<file path="src/rtl/and_operand_loader.sv">
// Byte-stream operand loader for the 16-bit AND array: collects A then B,
// least-significant byte first, and holds the pair under a valid/ready handshake.
module and_operand_loader #(
  parameter int DATA_W = 16,
  parameter int BYTE_W = 8,
  parameter int CNT_W  = 8
) (
  input  logic              clk,
  input  logic              rst,
  input  logic [BYTE_W-1:0] in_byte,
  input  logic              in_valid,
  input  logic              in_last,
  output logic              in_ready,
  output logic [DATA_W-1:0] a,
  output logic [DATA_W-1:0] b,
  output logic              op_valid,
  input  logic              op_ready,
  output logic              frame_err,
  output logic [CNT_W-1:0]  op_count,
  output logic [1:0]        dbg_state
);

  localparam int K     = DATA_W / BYTE_W;
  localparam int IDX_W = (K > 1) ? $clog2(K) : 1;

  typedef enum logic [1:0] {
    LOAD_A = 2'd0,
    LOAD_B = 2'd1,
    HOLD   = 2'd2
  } state_t;

  state_t            state_q;
  logic [IDX_W-1:0]  idx_q;
  logic [DATA_W-1:0] sh_a_q;
  logic [DATA_W-1:0] sh_b_q;
  logic [DATA_W-1:0] sh_b_merged;
  logic [DATA_W-1:0] a_q;
  logic [DATA_W-1:0] b_q;
  logic              op_valid_q;
  logic              frame_err_q;
  logic [CNT_W-1:0]  cnt_q;
  logic              accept;
  logic              idx_last;

  // Stream handshake: a byte moves on an edge where in_valid && in_ready;
  // a pair moves on an edge where op_valid && op_ready.
  assign in_ready = (state_q != HOLD) && !rst;
  assign accept   = in_valid && in_ready;
  assign idx_last = (idx_q == IDX_W'(K - 1));

  // B as it will look once the byte arriving this cycle is written, so the
  // commit does not wait an extra cycle for the shadow register.
  always_comb begin
    sh_b_merged = sh_b_q;
    sh_b_merged[int'(idx_q)*BYTE_W +: BYTE_W] = in_byte;
  end

  always_ff @(posedge clk) begin
    if (rst) begin
      state_q     <= LOAD_A;
      idx_q       <= '0;
      sh_a_q      <= '0;
      sh_b_q      <= '0;
      a_q         <= '0;
      b_q         <= '0;
      op_valid_q  <= 1'b0;
      frame_err_q <= 1'b0;
      cnt_q       <= '0;
    end else begin
      frame_err_q <= 1'b0;
      case (state_q)
        LOAD_A: begin
          if (accept) begin
            sh_a_q[int'(idx_q)*BYTE_W +: BYTE_W] <= in_byte;
            if (in_last) begin
              frame_err_q <= 1'b1;
              idx_q       <= '0;
            end else if (idx_last) begin
              state_q <= LOAD_B;
              idx_q   <= '0;
            end else begin
              idx_q <= idx_q + 1'b1;
            end
          end
        end
        LOAD_B: begin
          if (accept) begin
            sh_b_q[int'(idx_q)*BYTE_W +: BYTE_W] <= in_byte;
            if (idx_last && in_last) begin
              a_q        <= sh_a_q;
              b_q        <= sh_b_merged;
              op_valid_q <= 1'b1;
              state_q    <= HOLD;
              idx_q      <= '0;
            end else if (idx_last || in_last) begin
              frame_err_q <= 1'b1;
              state_q     <= LOAD_A;
              idx_q       <= '0;
            end else begin
              idx_q <= idx_q + 1'b1;
            end
          end
        end
        HOLD: begin
          if (op_valid_q && op_ready) begin
            op_valid_q <= 1'b0;
            cnt_q      <= cnt_q + 1'b1;
            state_q    <= LOAD_A;
            idx_q      <= '0;
          end
        end
        default: begin
          state_q <= LOAD_A;
          idx_q   <= '0;
        end
      endcase
    end
  end

  assign a         = a_q;
  assign b         = b_q;
  assign op_valid  = op_valid_q;
  assign frame_err = frame_err_q;
  assign op_count  = cnt_q;
  assign dbg_state = state_q;

endmodule

</file>
<file path="config.mk">
export PLATFORM = sky130hd
export DESIGN_NAME = and_operand_loader
export DESIGN_NICKNAME = d
export VERILOG_FILES = /design/src/rtl/and_operand_loader.sv
export SDC_FILE = /design/constraint.sdc
export NUM_CORES = 1
export LEC_CHECK = 0
export ABC_AREA = 1
export CORE_UTILIZATION = 49
export DETAILED_ROUTE_END_ITERATION = 16
export GPL_TIMING_DRIVEN = 0
export MAX_ROUTING_LAYER = met4
export PLACE_DENSITY = 0.84
export SETUP_SLACK_MARGIN = 0.15
export SYNTH_ARGS = -nofsm -noshare
export SYNTH_HDL_FRONTEND = slang
export SYNTH_SLANG_ARGS = --single-unit
</file>
<file path="constraint.sdc">
create_clock -name clk -period 2.1 [get_ports clk]
set_clock_uncertainty 0.15 [all_clocks]
set_input_delay 0.63 -clock clk [delete_from_list [all_inputs] [get_ports clk]]
set_output_delay 0.63 -clock clk [all_outputs]
set_load 0.005 [all_outputs]
</file>
Yosys cells after proc, flatten, opt, wreduce, memory -nomap -nowiden:

Cells that the tools add are included.

* register bits: 77
* input bits: 13
* output and inout port bits: 45
* word-level logic and storage cells: 66

* add/sub/neg operators: 3
* equal/unequal tests: 10
* shift-type cells: 2
* multiplexer cells: 27
* reductions and logical operators: 15

Operator list (count)
* 4-bit negator with 33-bit output: 1
* 8-bit by 33-bit variable shift with 16-bit output, first input constant: 1
* 8-bit by 33-bit variable part select with 16-bit output: 1
* 16-bit bitwise mux: 2
* 1-bit two-way mux: 14
* 2-bit two-way mux: 7
* 2-bit != test, second input constant: 7
* 8-bit by 1-bit adder with 8-bit output, second input constant: 1
* 2-bit case mux with 3 select lines: 1
* 2-bit AND reduction: 3
* 3-bit AND reduction: 2
* 6-bit AND reduction: 1
* 1-bit logical AND: 4
* 1-bit case mux with 2 select lines: 2
* 4-bit AND reduction: 1
* 3-bit != test, second input constant: 1
* 1-bit case mux with 3 select lines: 1
* 2-bit by 1-bit equality test with 1-bit output, second input constant: 1
* 2-bit equality test, second input constant: 1
* 2-bit logical NOT: 1
* 2-bit nonzero test: 1
* 1-bit adder, second input constant: 1
* 1-bit logical NOT: 1
* 1-bit logical OR: 1

Longest topological paths before layout:

Gate-level depths: netlist of run 1.

* depth after elaboration: 5
* mapped depth: 10
* depth with buffers taken out: 9

Least setup slack after synthesis of run 1:

OpenSTA, ideal clock, no wires.

* path type: input to output
* start point: in rst
* end point: out in_ready
* data arrival time: 1.110 ns
* required time: 1.320 ns
* setup slack: 0.210 ns
* stages: 3
* path buffers: 2
* cells stage by stage: buf_6 clkbuf_1 nor2_1

* longest elaborated chain between the ends: 2

RTL lines
* start: declaration: RTL line 9 `input logic rst,`
* 1-bit logical NOT: RTL line 47 `assign in_ready = (state_q != HOLD) && !rst;`
* 1-bit logical AND: RTL line 47
* end: declaration: RTL line 13 `output logic in_ready,`

No other way between the ends.

Worst setup path in the final report of run 1:

Same ends and word-level chain as after synthesis.

==> results.txt, run 1 <==
----------------------------------------------------
[Power]
  Combinational Power Share ... 6.7%
  Clock share of power ... 40.5%
  Max rail drop VDD ... 0.0005556 V
  Post-layout total power ... 2.820 mW
  Switching share of total power ... 23.18%
  Leakage ... 1.906 nW
  Sequential group share of total power ... 52.7%
  Internal cell power ... 2.166 mW
  Switching power total ... 0.6536 mW
  Power per Cell Area ... 699.0 mW/mm²

[Placement]
  Count of buffers from port buffering ... 56
  Detailed placement HPWL ... 5249 µm
  Total placed cells including tap cells ... 529
  GPL Wtd Cong ... 0.8301
  Setup WS pre-CTS ... -0.3999 ns

[Yosys]
  Count of distinct cell types in the synthesized netlist ... 24
  Netlist Area Pre-Place ... 0.003095 mm²
  Number of warnings issued by yosys ... 0
  Synthesized net count ... 415
  Share of synthesized area occupied by flip-flops and latches ... 49.80%
  Flip-flop and latch count after synthesis ... 77
  Number of instances in the synthesized netlist ... 398
  Synth Area per Inst ... 7.778 µm²

[Global routing]
  Antenna violations before repair ... 0
  Most Used Layer, Global Route ... met2
  GR met1 Demand/Resource ... 30.50%
  Via count of the first global-routing pass ... 2772
  Remaining Overflow, GRT ... 0
  Global-route wire length before repair ... 12380 µm
  GR Util met2 ... 40.42%
  GR Util met3 ... 5.778%
  Maximum number of pins on one net before global-route repair ... 13
  All-Layer GR Usage ... 25.73%

[Die]
  Starting utilization of the core area ... 51.67%
  Ports placed on the boundary ... 58
  Die X-Extent ... 81.48 µm
  Core box area ... 0.005991 mm²
  Die footprint ... 0.006639 mm²
  Total number of placement rows ... 28
  Die height ... 81.48 µm

[Cells and area]
  Number of nets in the layout ... 490
  Fin cells ... 553
  Register Area ... 0.001575 mm²
  Fraction of final layout cells with drive strength greater than 1 ... 15.27%
  Combined area of the multi-input logic cells ... 0.001284 mm²
  Most common cell after layout, fill and taps aside ... sky130_fd_sc_hd__o21ai_0
  Antenna fix cells ... 0
  Filler Cells Inserted ... 500
  Layout-stage area growth over the synthesis result ... 30.32%
  Most frequent cells in the layout ... sky130_fd_sc_hd__o21ai_0, sky130_fd_sc_hd__nor2_1, sky130_fd_sc_hd__dfxtp_1

[Clocking]
  TritonCTS clock tree ... done
  Worst-path clk slew ... 0.08 ns
  H-tree depth ... 3
  Clock network latency to the later pin of the worst-skew pair ... 0.35 ns
  Number of buffers created by CTS ... 9
  Clock sinks ... 77
  Clock tree buffer depth ... 2
  Clock tree root buffer cell ... sky130_fd_sc_hd__clkbuf_8

[Detailed routing]
  Number of remaining DRC errors ... 0
  Number of iterations in the first detailed-routing pass ... 5
  Number of nets with antenna violations after detailed routing ... 0
  Count of routing violations after the opening detailed-route iteration ... 182
  Via density per instance ... 5.363
  Total number of vias ... 2966
  Detailed-route wire length per cell ... 13.88 µm
  Total Wirelength ... 7677 µm

[Hold path]
  Worst min-delay path class ... reg2reg
  Hold Startpoint ... sh_b_q[8]

[Critical path]
  Worst Setup End Kind ... output pin
  Startpoint of the most critical setup path ... rst
  Worst Setup Path Type ... in2out
  Crit Path Max Fanout ... 10
  Launching point of the worst reg2reg path ... idx_last
  Reg-to-reg setup timing slack ... 0.40 ns
  Crit path DAT ... 1.16 ns
  Launching element type of the critical path ... input pin
  Data required time of the worst path ... 1.32 ns

[Timing]
  Finish-stage setup viols ... 0
  Worst Tran Pin Value ... 0.4668 ns
  Setup slack of the critical path after layout ... 0.1555 ns
  Final critical delay including setup and external delays ... 1.945 ns
  Maximum achievable frequency ... 514.3 MHz
  Fin crit share ... 92.60%
  Final Max Tran Viols ... 0
  Worst rel slew slack ... 68.88%
  Setup TNS ... 0 ns
  Number of hold violations in the final report ... 0
  RSZ-0062 raised after global routing ... yes
  Worst hold slack after final layout ... 0.3069 ns

[Run status]
  Run status ... complete, no violations

[Run]
  Max Cap Viol ... 0

----------------------------------------------------
## flip-flops by register name, indices dropped and copies added (netlist names)
| register | count |
|---|---|
| op_count | 8 |
| idx_last | 1 |
| frame_err | 1 |
| op_valid | 1 |
| b | 16 |
| sh_a_q | 16 |
| dbg_state | 2 |
| a | 16 |
| sh_b_q | 16 |
## power groups by stage
stage	Combinational, mW	Sequential, mW	Clock (mW)
after floorplan	0.109	1.52	0
after global placement	0.173	1.52	0
after detailed placement	0.178	1.52	0
after CTS	0.184	1.49	1.15
after global routing	0.209	1.49	1.21
final	0.190	1.49	1.14
## final timing paths
kind / endpoint / cells after the start
max: in_ready / 4
min: sh_b_q[8] / 2
max reg2reg: dbg_state[0] / 10
min reg2reg: sh_b_q[8] / 2
## synth_stat cells (all sizes together)
master   n  area, µm²
nand4   10      62.56
a21oi   44      220.2
o21bai   2      15.01
clkbuf  10      37.54
inv     44      165.2
nand3    6      30.03
nand3b   1      7.510
a211oi   7      52.55
nand2   44      170.2
mux2i    6      60.06
dfxtp   77       1541
ha       4      50.05
buf     13      82.57
nor2    62      259.0
and3     1      6.260
o21ai   67      335.3
## metrics by stage
stage / util [%] / cell area [µm²]
5_1_grt: 67.34 / 4034
6_report: 67.34 / 4034
4_1_cts: 66.88 / 4006
3_5_place_dp: 62.59 / 3750
3_3_place_gp: 62.59 / 3750
2_1_floorplan: - / 3095
## cell families (layout without fill, tap and decap cells)
kind of cell | Yosys count | count (layout) | synth area share [%]
flops | 77 | 77 | 49.80
simple gates | 124 | 124 | 17.30
buf+inv | 67 | 147 | 9.216
mux | 6 | 6 | 1.940
compound gates | 120 | 120 | 20.13
fa+ha+maj | 4 | 4 | 1.617
## layout make-up
type	instances	area share, %
inverters	44	4.094
repair buffers	64	14.08
plain buffers	23	3.598
well taps	75	2.326
multi-input cells	254	31.82
clock buffers	13	3.939
flip-flops and latches	77	39.05
clock inverters	3	1.086
## metal layers
metal  vias up  routed length (µm)
met5         -                   0
met4         0                 205
met3        20                 492
met1      1376                3357
li1       1451                   -
met2       119                3622
## repair_timing
item / in CTS / in global routing
hold buffers: 0 / 0
pin swaps: 0 / 1
setup endpoints to repair: 51 / 28
resized for setup: 74 / 17
buffers inserted: 8 / 0
## critical path: stages
cell,delay [ns]
sky130_fd_sc_hd__buf_6,0.12
sky130_fd_sc_hd__clkbuf_8,0.17
sky130_fd_sc_hd__nor2_1,0.12
sky130_fd_sc_hd__clkbuf_2,0.12
Note: power is estimated with default switching activity, not from simulation.
==> inputs of run 2 (changes only) <==
CTS_BUF_LIST = sky130_fd_sc_hd__clkbuf_4 sky130_fd_sc_hd__clkbuf_8   (was not set)
==> results.txt, run 2 (synthesis results as in run 1) <==
----------------------------------------------------
[Timing]
  Number of hold violations in the final report ... 0 (unchanged)
  Worst rel slew slack ... 69.45% (+0.58 points)
  Final Max Tran Viols ... 0 (unchanged)
  RSZ-0062 raised after global routing ... yes
  Worst Tran Pin Value ... 0.4582 ns (-0.008643 ns)
  Final critical delay including setup and external delays ... 1.944 ns (-0.0006170 ns)
  Worst hold slack after final layout ... 0.3064 ns (-0.0004330 ns)
  Setup slack of the critical path after layout ... 0.1561 ns (+0.0006170 ns)
  Finish-stage setup viols ... 0 (unchanged)
  Maximum achievable frequency ... 514.4 MHz (about the same)
  Fin crit share ... 92.57% (about the same)
  Setup TNS ... 0 ns (unchanged)

[Power]
  Clock share of power ... 41.1% (+0.6 points)
  Switching power total ... 0.6516 mW (-0.30%)
  Power per Cell Area ... 703.6 mW/mm² (+0.66%)
  Internal cell power ... 2.192 mW (+1.2%)
  Max rail drop VDD ... 0.0005548 V (-0.14%)
  Combinational Power Share ... 6.7% (about the same)
  Switching share of total power ... 22.91% (-0.26 points)
  Post-layout total power ... 2.844 mW (+0.85%)
  Sequential group share of total power ... 52.3% (-0.4 points)
  Leakage ... 1.913 nW (+0.36%)

[Cells and area]
  Combined area of the multi-input logic cells ... 0.001284 mm² (unchanged)
  Design Area, Final ... 0.004041 mm² (+0.19%)
  Most common cell after layout, fill and taps aside ... sky130_fd_sc_hd__o21ai_0
  Final core utilization ... 67.46% (+0.13 points)
  Number of nets in the layout ... 490 (unchanged)
  Layout-stage area growth over the synthesis result ... 30.56%
  Fraction of final layout cells with drive strength greater than 1 ... 15.69% (+0.42 points)
  Filler Cells Inserted ... 501 (+0.20%)
  Fin cells ... 553 (unchanged)
  Register Area ... 0.001575 mm² (unchanged)
  Most frequent cells in the layout ... sky130_fd_sc_hd__o21ai_0, sky130_fd_sc_hd__nor2_1, sky130_fd_sc_hd__dfxtp_1
  Antenna fix cells ... 0 (unchanged)

[Global routing]
  Global-route wire length before repair ... 12400 µm (+0.17%)
  Maximum number of pins on one net before global-route repair ... 13 (unchanged)
  All-Layer GR Usage ... 25.78% (+0.049 points)
  Via count of the first global-routing pass ... 2775 (+0.11%)
  Antenna violations before repair ... 0 (unchanged)
  Remaining Overflow, GRT ... 0 (unchanged)

[Die]
  Total number of placement rows ... 28 (unchanged)
  Ports placed on the boundary ... 58 (unchanged)
  Core box area ... 0.005991 mm² (unchanged)
  Die X-Extent ... 81.48 µm (unchanged)
  Die footprint ... 0.006639 mm² (unchanged)
  Starting utilization of the core area ... 51.67% (unchanged)
  Die height ... 81.48 µm (unchanged)

[Clocking]
  Number of buffers created by CTS ... 9 (unchanged)
  Hold-fix buffers at CTS ... 0 (unchanged)
  Clock tree root buffer cell ... sky130_fd_sc_hd__clkbuf_8
  H-tree depth ... 3 (unchanged)
  Clock tree buffer depth ... 2 (unchanged)
  TritonCTS clock tree ... done
  Clock sinks ... 77 (unchanged)
  Worst-path clk slew ... 0.08 ns (about the same)
  Clock network latency to the later pin of the worst-skew pair ... 0.35 ns (about the same)

[Placement]
  Detailed placement HPWL ... 5249 µm (unchanged)
  Total placed cells including tap cells ... 529 (unchanged)
  Area post-placement ... 0.003750 mm² (unchanged)
  Count of buffers from port buffering ... 56 (unchanged)
  Setup WS pre-CTS ... -0.3999 ns (unchanged)
  GPL Wtd Cong ... 0.8301 (unchanged)

[Run]
  Max Cap Viol ... 0 (unchanged)

[Critical path]
  CP max-delay cell ... sky130_fd_sc_hd__clkbuf_8
  Crit Path Max Fanout ... 10 (unchanged)
  Cell-by-cell listing of the critical path ... buf_6 > clkbuf_8 > nor2_1 > clkbuf_2
  Longest individual stage delay on the worst path ... 0.17 ns (about the same)
  Worst Setup Path Type ... in2out
  Worst Setup End Kind ... output pin
  Crit path DAT ... 1.16 ns (about the same)
  Launching element type of the critical path ... input pin
  Data required time of the worst path ... 1.32 ns (about the same)

[Detailed routing]
  Total Wirelength ... 7665 µm (-0.16%)
  Number of remaining DRC errors ... 0 (unchanged)
  Count of routing violations after the opening detailed-route iteration ... 160 (-12%)
  Total number of vias ... 2944 (-0.74%)
  Via density per instance ... 5.324 (-0.74%)
  Number of iterations in the first detailed-routing pass ... 6 (+1)
  Number of nets with antenna violations after detailed routing ... 0 (unchanged)
  Detailed-route wire length per cell ... 13.86 µm (-0.16%)

[Hold path]
  Worst min-delay path class ... reg2reg

[Run status]
  Run status ... complete, no violations

----------------------------------------------------
run 2: cell counts in the layout (fill, tap and decap cells not counted):
Identical to the previous run, type by type.
run 2: routing by layer:
layer / track usage, % / part of all wire, %
met2: 40.58 / 47
met4: 14.11 / 2.1
met5: - / 0
met3: 5.778 / 6.9
met1: 30.50 / 44
run 2: worst max-delay path: cells and delay by family:
| kind | cells | cell delay [ns] |
|---|---|---|
| buffers and inverters | 3 | 0.41 |
| AND/OR/NAND/NOR | 1 | 0.12 |
run 2: path summary, 6_finish.rpt:
kind	startpoint	end	slack, ns	cells past startpoint
worst min-delay path	sh_b_q[8]	sh_b_q[8]	0.31	2
worst max register to register	idx_last	dbg_state[0]	0.40	10
worst min register to register	sh_b_q[8]	sh_b_q[8]	0.31	2
worst max-delay path	rst	in_ready	0.16	4
run 2: power by group through the flow:
stage,sequential (mW),clock (mW),combinational [mW]
2_1_floorplan,1.52,0,0.109
3_3_place_gp,1.52,0,0.173
3_5_place_dp,1.52,0,0.178
4_1_cts,1.49,1.17,0.184
5_1_grt,1.49,1.24,0.209
6_report,1.49,1.17,0.189
run 2: timing repair:
action | in CTS | in global routing
gates resized for setup | 74 | 17
endpoints found under the hold margin | 0 | 0
setup endpoints to repair | 51 | 28
buffers inserted | 8 | 0
pin swaps | 0 | 1
run 2: final cells by class:
type,count,area share [%]
timing repair buffer,64,14.06
multi-input combinational,254,31.76
inverter,44,4.087
buffer,23,3.591
tap,75,2.322
sequential,77,38.98
clock buffer,13,4.118
clock inverter,3,1.084
